$ cat src/rtl/ch_pkg.sv
// rtl/ch_pkg.sv - shared constants and state encoding for the CH table reader
package ch_pkg;

  localparam int WORD_WIDTH = 16;
  localparam int MEM_DEPTH  = 32;

  typedef enum logic [1:0] {
    ST_IDLE  = 2'd0,
    ST_FETCH = 2'd1,
    ST_HOLD  = 2'd2,
    ST_DONE  = 2'd3
  } ch_state_e;

endpackage

$ cat src/rtl/ch_table_reader.sv
// rtl/ch_table_reader.sv - scans 16-bit CH table entries, streams them and tracks the maximum
module ch_table_reader #(
  parameter int WORD_WIDTH = ch_pkg::WORD_WIDTH,
  parameter int MEM_DEPTH  = ch_pkg::MEM_DEPTH
) (
  input  logic                  clk,
  input  logic                  rst,
  input  logic                  start,
  input  logic [15:0]           base_idx,
  input  logic [4:0]            count,
  output logic [15:0]           mem_index,
  output logic                  mem_wr_en,
  input  logic [WORD_WIDTH-1:0] mem_data,
  output logic [WORD_WIDTH-1:0] out_data,
  output logic [15:0]           out_idx,
  output logic                  out_valid,
  input  logic                  out_ready,
  output logic                  busy,
  output logic                  done,
  output logic                  range_err,
  output logic [WORD_WIDTH-1:0] best_data,
  output logic [15:0]           best_idx
);

  import ch_pkg::*;

  ch_state_e             state_q, state_d;
  logic [15:0]           ptr_q, ptr_d;
  logic [4:0]            remaining_q, remaining_d;
  logic [WORD_WIDTH-1:0] out_data_q, out_data_d;
  logic [15:0]           out_idx_q, out_idx_d;
  logic [WORD_WIDTH-1:0] best_data_q, best_data_d;
  logic [15:0]           best_idx_q, best_idx_d;
  logic                  range_err_q, range_err_d;

  // End of the requested window, widened to 17 bits so a base near 0xFFFF cannot wrap into range
  logic [16:0] scan_end;
  logic        range_bad;

  assign scan_end  = {1'b0, base_idx} + {11'd0, count, 1'b0};
  assign range_bad = (scan_end > 17'(MEM_DEPTH));

  // Next-state, datapath and max-tracker logic
  always_comb begin
    state_d     = state_q;
    ptr_d       = ptr_q;
    remaining_d = remaining_q;
    out_data_d  = out_data_q;
    out_idx_d   = out_idx_q;
    best_data_d = best_data_q;
    best_idx_d  = best_idx_q;
    range_err_d = range_err_q;

    case (state_q)
      ST_IDLE: begin
        if (start) begin
          if (range_bad) begin
            // Rejected request: no reads, previous best result stays visible
            range_err_d = 1'b1;
            state_d     = ST_DONE;
          end else if (count == 5'd0) begin
            range_err_d = 1'b0;
            best_data_d = '0;
            best_idx_d  = base_idx;
            state_d     = ST_DONE;
          end else begin
            ptr_d       = base_idx;
            remaining_d = count;
            range_err_d = 1'b0;
            best_data_d = '0;
            best_idx_d  = base_idx;
            state_d     = ST_FETCH;
          end
        end
      end

      ST_FETCH: begin
        out_data_d = mem_data;
        out_idx_d  = ptr_q;
        // Strict compare so the earliest of equal maxima keeps its index
        if (mem_data > best_data_q) begin
          best_data_d = mem_data;
          best_idx_d  = ptr_q;
        end
        state_d = ST_HOLD;
      end

      ST_HOLD: begin
        if (out_ready) begin
          if (remaining_q == 5'd1) begin
            state_d = ST_DONE;
          end else begin
            ptr_d       = ptr_q + 16'd2;
            remaining_d = remaining_q - 5'd1;
            state_d     = ST_FETCH;
          end
        end
      end

      ST_DONE: begin
        state_d = ST_IDLE;
      end

      default: begin
        state_d = ST_IDLE;
      end
    endcase
  end

  // State and datapath registers with synchronous reset
  always_ff @(posedge clk) begin
    if (rst) begin
      state_q     <= ST_IDLE;
      ptr_q       <= '0;
      remaining_q <= '0;
      out_data_q  <= '0;
      out_idx_q   <= '0;
      best_data_q <= '0;
      best_idx_q  <= '0;
      range_err_q <= 1'b0;
    end else begin
      state_q     <= state_d;
      ptr_q       <= ptr_d;
      remaining_q <= remaining_d;
      out_data_q  <= out_data_d;
      out_idx_q   <= out_idx_d;
      best_data_q <= best_data_d;
      best_idx_q  <= best_idx_d;
      range_err_q <= range_err_d;
    end
  end

  assign mem_index = ptr_q;
  assign mem_wr_en = 1'b0;
  assign out_data  = out_data_q;
  assign out_idx   = out_idx_q;
  assign out_valid = (state_q == ST_HOLD);
  assign busy      = (state_q != ST_IDLE);
  assign done      = (state_q == ST_DONE);
  assign range_err = range_err_q;
  assign best_data = best_data_q;
  assign best_idx  = best_idx_q;

endmodule

$ cat config.mk
export PLATFORM = sky130hd
export DESIGN_NAME = ch_table_reader
export DESIGN_NICKNAME = d
export VERILOG_FILES = /design/src/rtl/ch_pkg.sv /design/src/rtl/ch_table_reader.sv
export SDC_FILE = /design/constraint.sdc
export NUM_CORES = 1
export LEC_CHECK = 0
export ABC_AREA = 0
export ABC_CLOCK_PERIOD_IN_PS = 4700
export CORE_UTILIZATION = 45
export DETAILED_ROUTE_END_ITERATION = 8
export PLACE_DENSITY = 0.85
export SLEW_MARGIN = 20
export SYNTH_ARGS = -nofsm -noshare
export SYNTH_HDL_FRONTEND = slang
export SYNTH_SLANG_ARGS = --single-unit
$ cat constraint.sdc
create_clock -name clk -period 4.7 [get_ports clk]
set_clock_uncertainty 0.05 [all_clocks]
set_input_delay 0.94 -clock clk [delete_from_list [all_inputs] [get_ports clk]]
set_output_delay 0.94 -clock clk [all_outputs]
set_load 0.01 [all_outputs]
==> impl_metrics.yaml, run 1 <==
outcome:
  outcome: "finished, final reports clean"
pwr:
  power_frac_clock_pct: 32.3
  pwr-share-comb_pct: 21.3
  finalPower_uw: 1740
  swShare_pct: 30.0
  p_switching_uw: 521
  p_int_uw: 1220
  p_seq_share_pct: 46.4
  peakVddDrop_v: 0.000174
  power_density_mw_per_mm2: 285
  p_leak_uw: 0.00212
placement:
  dp_slack_ps: 211
  dp.cells: 805
  gp_congestion: 1.01
  port_buffers: 124
  hpwl_mm: 10.2
critical_path:
  r2r_slack_ps: 1930
  reg2reg_depth: 6
  r2r_end: "mem_index[12]"
  crit_chain: "clkdlybuf4s50_1 > ha_1 > fa_1 > a211o_2 > a21oi_1 > nor3b_1 > a311oi_1 > nand3_1 > nor4_1 > buf_4 > a21oi_1 > o21bai_1"
  cp_slowest_cell: "nor4_1"
  worst_setup_path_start_kind: "input pin"
  worst-path-max-fanout: 5
  rr_startpoint: "state_q[0]"
  critPathTopFamily: "compound AO/OA/AOI/OAI gates"
  cp.arrival_ps: 4460
  crit_path_frequent_cell: "a21oi_1"
  slowest_delay_ps: 550
  crit_type: "in -> reg"
  critPathRequiredTime_ps: 4910
  critical_path_buf_inv_count: 2
  critPathCaptureType: "flop"
synthesis:
  synthCells: 580
  synth_cell_types: 60
  avgSynthCellArea_sq_um: 7.90
  synth-main-ff-cell: "dfxtp_1"
  ys_top_cells_by_area: "dfxtp_1 38%, nand2_1 10%, ha_1 6.6%"
  ys_ff_latch: 88
  yosysTopAreaCell: "dfxtp_1"
  synth_edf_count: 0
  ys_async_sr_fraction_pct: 0
  yosys_warnings: 0
  synth.net_count: 646
  synth_area_sq_mm: 0.00458
  synth_top_area_share_pct: 38.5
  seq_area_frac_synth_pct: 38.5
finish:
  final_nets: 749
  drive_above_1_share_pct: 5.67
  synthToLayoutAreaGrowth_pct: 33.0
  layoutNonFillerInstCount: 821
  diodes: 0
  fillers: 897
sta:
  tns_ps: 0
  post-route-min-period_ps: 4250
  post-route-period-util_pct: 90.5
  worstMarginPinSlew_ps: 1000
  setup_ws_ps: 448
  slew_headroom_pct: 33.2
  slew_viol_final: 0
  finalHoldViolations: 0
  max_freq_mhz: 235
  setup_viol: 0
  rsz0062_at_grt: "false"
cts:
  cts.sinks: 88
  numCtsBuffers: 9
  cts_buffer_depth: 2
  cts.htree.levels: 3
  path_clk_slew_ps: 90
  cts_tree: "done"
  cts_setup_buffers: 0
  cts_resized: 0
  ctsHoldBuffers: 0
  root_buffer: "clkbuf_8"
  clock_latency_ps: 360
hold_path:
  holdPathEnd: "out_idx[15]"
  worstHoldPathType: "reg -> reg"
  hold_depth: 2
  worstHoldStart: "out_idx[15]"
route:
  drt_wl_total_mm: 14.2
  drt-vias-per-instance: 5.89
  vias: 4837
  drc_errors: 0
  dr.pass1.iters: 5
  wl_per_cell_um: 17.3
  antenna_left: 0
  drt_first_iter_violations: 410
die:
  die_w_um: 103
  initial_core_util_pct: 46.6
  fp.coreArea_sq_mm: 0.00982
  pin_count: 126
  dieArea_sq_mm: 0.0106
  die_h_um: 103
  row_count: 36
global_routing:
  antenna_found_initial: 0
  grt-ovfl-total: 0
  grt.total_usage_pct: 27.1
  grt_pass1_vias: 4634
  grt_max_degree: 75
  grt_pass1_wl_mm: 22.2
run:
  cap_violations: 0
cell type report:
cell class                 instances  area [sq um]  share of cell area [%]
inverter                          25          93.8                    1.54
clock inverter                     5          62.6                    1.03
sequential                        88          1760                    28.9
multi-input combinational        427          2550                    41.8
tap                              133           166                    2.73
clock buffer                      11           151                    2.49
timing repair buffer             132          1310                    21.5
sequential cells by signal (all words and copies together) (netlist names):
| register | count |
|---|---|
| range_err | 1 |
| state_q | 2 |
| best_idx | 16 |
| out_idx | 16 |
| best_data | 16 |
| mem_index | 16 |
| remaining_q | 5 |
| out_data | 16 |
worst max path at each step:
stage,slack [ps],cells past startpoint,from,end
after floorplan,1080,12,base_idx[1],mem_index[10]
after global placement,400,12,base_idx[1],remaining_q[0]
after CTS,570,12,base_idx[1],mem_index[1]
final,450,12,base_idx[1],mem_index[1]
after global routing,330,12,base_idx[1],remaining_q[4]
after detailed placement,210,11,base_idx[1],mem_index[15]
metrics by stage:
stage	utilization [%]	instance area, sq um	hold slack [ps]
after floorplan	-	4580	420
after global placement	59.8	5880	391
after detailed placement	59.8	5880	398
after CTS	62.0	6090	412
after global routing	62.0	6090	427
final	62.0	6090	408
worst reg2reg max path: cells and delay by family (launching register included):
family / cells / cell delay [ps]
compound gates: 2 / 620
flops: 1 / 410
simple gates: 4 / 1590
synth_stat cells (all sizes together) (3+ instances only):
cell	n
a211oi	5
a21o	6
a21oi	57
a22oi	9
a311oi	19
and2	3
and3	6
and4	3
buf	14
clkbuf	26
dfxtp	88
ha	24
inv	25
nand2	123
nand2b	4
nand3	8
nand4	18
nor2	39
nor2b	3
nor3	11
nor4	6
o21ai	23
o21bai	3
o31ai	5
o32ai	16
or4	3
xor2	3
layer usage:
| layer | track usage [%] | part of all wire, % | up-vias |
|---|---|---|---|
| met5 | 0 | 0 | - |
| met1 | 33.3 | 40 | 2221 |
| li1 | - | - | 2295 |
| met4 | 11.2 | 2.4 | 0 |
| met3 | 6.85 | 9.7 | 39 |
| met2 | 45.4 | 48 | 282 |
kinds of logic (layout without fill, tap and decap cells):
family / count (synthesis) / in the layout / synth area share, %
AND/OR/NAND/NOR: 232 / 232 / 23.0
AO/OA/AOI/OAI: 162 / 162 / 23.9
flip-flops: 88 / 88 / 38.5
buffers and inverters: 65 / 173 / 6.17
adder cells (fa/ha/maj): 25 / 25 / 6.99
XOR/XNOR: 4 / 4 / 0.765
multiplexers: 3 / 3 / 0.683
other: 1 / 1 / 0.0819
layout by cell type, fill, tap and decap left out, drive strengths merged, types with 4 or more instances in the layout:
cell,count
a21o,6
nor2,39
nor4,6
clkbuf,11
a22oi,9
clkdlybuf4s50,123
a211oi,5
and3,6
nor3,11
nand2b,4
buf,9
o21ai,23
ha,24
o31ai,5
nand3,8
nand2,123
a21oi,57
a311oi,19
nand4,18
inv,26
o32ai,16
dfxtp,88
power by group through the flow:
stage	clock, uW	sequential (uW)	combinational, uW
floorplan	0	829	192
global placement	0	822	354
detailed placement	0	823	365
global route	607	811	404
CTS	572	806	367
finish	561	807	370
Note: power is estimated with default switching activity, not from simulation.
==> run 2: changes to the inputs <==
--- a/config.mk
+++ b/config.mk
@@ -7,9 +7,11 @@
 export LEC_CHECK = 0
 export ABC_AREA = 0
 export ABC_CLOCK_PERIOD_IN_PS = 4700
+export CORE_MARGIN = 2
 export CORE_UTILIZATION = 45
 export DETAILED_ROUTE_END_ITERATION = 8
 export PLACE_DENSITY = 0.85
+export SKIP_LAST_GASP = 1
 export SLEW_MARGIN = 20
 export SYNTH_ARGS = -nofsm -noshare
 export SYNTH_HDL_FRONTEND = slang
==> run 2 against run 1 <==
  * Hold slack better by 1.4 ps
  * Utilization down 0.33 points
  * Critical path depth down 1
  * Critical endpoint is now mem_index[15]
  * Largest cell class unchanged
==> impl_metrics.yaml, run 2 (synthesis results as in run 1) <==
cts:
  cts_resized: 0
  cts_buffer_depth: 2
  root_buffer: "clkbuf_8"
  numCtsBuffers: 9
  cts_setup_buffers: 0
  cts_tree: "done"
  path_clk_slew_ps: 90
  cts.sinks: 88
  clock_latency_ps: 360
  cts.htree.levels: 3
  ctsHoldBuffers: 0
sta:
  setup_viol: 0
  tns_ps: 0
  worstMarginPinSlew_ps: 998
  slew_headroom_pct: 33.4
  finalHoldViolations: 0
  rsz0062_at_grt: "false"
  post-route-min-period_ps: 4120
  slew_viol_final: 0
  max_freq_mhz: 243
  post-route-period-util_pct: 87.7
global_routing:
  grt.total_usage_pct: 25.7
  grt-ovfl-total: 0
  antenna_found_initial: 0
  grt_pass1_vias: 4593
  grt_pass1_wl_mm: 22.9
  grt_max_degree: 75
finish:
  drive_above_1_share_pct: 5.52
  fin_area_sq_mm: 0.00606
  fillers: 890
  layoutNonFillerInstCount: 821
  final_nets: 749
  final_cell_mix: "123 x nand2_1, 123 x clkdlybuf4s50_1, 88 x dfxtp_1"
  diodes: 0
  synthToLayoutAreaGrowth_pct: 32.3
route:
  vias: 4793
  dr.pass1.iters: 5
  wl_per_cell_um: 17.3
  drt-vias-per-instance: 5.84
  drc_errors: 0
  antenna_left: 0
  drt_first_iter_violations: 294
  drt_wl_total_mm: 14.2
hold_path:
  worstHoldStart: "out_data[1]"
  holdPathEnd: "out_data[1]"
  hold_depth: 2
  worstHoldPathType: "reg -> reg"
pwr:
  p_switching_uw: 520
  p_leak_uw: 0.00210
  p_seq_share_pct: 48.3
  p_int_uw: 1150
  power_density_mw_per_mm2: 276
  swShare_pct: 31.2
  power_frac_clock_pct: 29.6
  peakVddDrop_v: 0.000173
  finalPower_uw: 1670
  pwr-share-comb_pct: 22.1
die:
  die_h_um: 105
  die_w_um: 105
  pin_count: 126
  row_count: 36
  initial_core_util_pct: 46.6
  dieArea_sq_mm: 0.0110
  fp.coreArea_sq_mm: 0.00982
critical_path:
  crit_type: "in -> reg"
  cp_slowest_cell: "or4_4"
  cp.arrival_ps: 4290
  critPathRequiredTime_ps: 4870
  slowest_delay_ps: 590
  reg2reg_depth: 8
  critical_path_buf_inv_count: 1
  critPathTopFamily: "simple AND/OR/NAND/NOR gates"
  worst_setup_path_start_kind: "input pin"
  crit_path_frequent_cell: "a311oi_1"
  rr_startpoint: "state_q[0]"
  critPathCaptureType: "flop"
  r2r_slack_ps: 2000
  r2r_end: "remaining_q[4]"
  worst-path-max-fanout: 15
  crit_chain: "clkdlybuf4s50_1 > ha_1 > fa_1 > a211o_2 > a21oi_1 > nor3b_1 > a311oi_1 > nand3_1 > or4_4 > nand2_1 > a311oi_1"
placement:
  dp.cells: 805
  port_buffers: 124
  gp_congestion: 0.895
  place_area_sq_mm: 0.00588
  hpwl_mm: 10.3
run:
  cap_violations: 0
outcome:
  outcome: "finished, final reports clean"
## run 2: worst max path at each step
stage / start / endpoint / slack (ps) / depth (start not counted)
detailed placement: base_idx[1] / mem_index[15] / 260 / 11
floorplan: base_idx[1] / mem_index[10] / 1080 / 12
global route: base_idx[1] / mem_index[15] / 440 / 11
CTS: base_idx[1] / mem_index[15] / 650 / 11
finish: base_idx[1] / mem_index[15] / 580 / 11
global placement: base_idx[1] / mem_index[15] / 350 / 11
## run 2: per-stage QoR
| step | worst slack (ps) | hold slack, ps | utilization, % |
|---|---|---|---|
| 6_report | 579 | 409 | 61.7 |
| 5_1_grt | 444 | 432 | 61.7 |
| 4_1_cts | 651 | 412 | 61.7 |
| 3_5_place_dp | 260 | 399 | 59.8 |
| 3_3_place_gp | 352 | 391 | 59.8 |
| 2_1_floorplan | 1080 | 420 | - |
## run 2: power groups by stage
stage,Clock [uW],Combinational (uW),Sequential (uW)
3_5_place_dp,0,366,824
6_report,494,369,807
5_1_grt,535,408,811
4_1_cts,511,367,807
2_1_floorplan,0,192,829
3_3_place_gp,0,357,822
## run 2: final cells by class
class,count,area [sq um],area share (%)
clock buffers,11,141,2.33
clock inverters,5,40.0,0.661
flip-flops and latches,88,1760,29.1
repair buffers,132,1310,21.6
well taps,133,166,2.75
multi-input cells,427,2550,42.0
inverters,25,93.8,1.55
## run 2: worst reg2reg max path, delay by kind of cell (launching register included)
kind	cells	cell delay (ps)
and+or+nand+nor	3	910
AOI/OAI and AO/OA	3	710
buffers and inverters	2	550
DFF	1	410
## run 2: routing by layer
metal / GRT usage [%] / up-vias / wire, um
met5: 0 / - / 0
met4: 7.90 / 0 / 225
met3: 6.18 / 26 / 1210
met2: 43.3 / 233 / 6820
met1: 32.4 / 2244 / 5920
li1: - / 2290 / -
==> run 3: changes to the inputs <==
--- a/config.mk
+++ b/config.mk
@@ -6,7 +6,7 @@
 export NUM_CORES = 1
 export LEC_CHECK = 0
 export ABC_AREA = 0
-export ABC_CLOCK_PERIOD_IN_PS = 4700
+export CAP_MARGIN = 20
 export CORE_MARGIN = 2
 export CORE_UTILIZATION = 45
 export DETAILED_ROUTE_END_ITERATION = 8
==> results of run 3 <==
The final DEF is identical to that of run 2; final timing and power are the same.
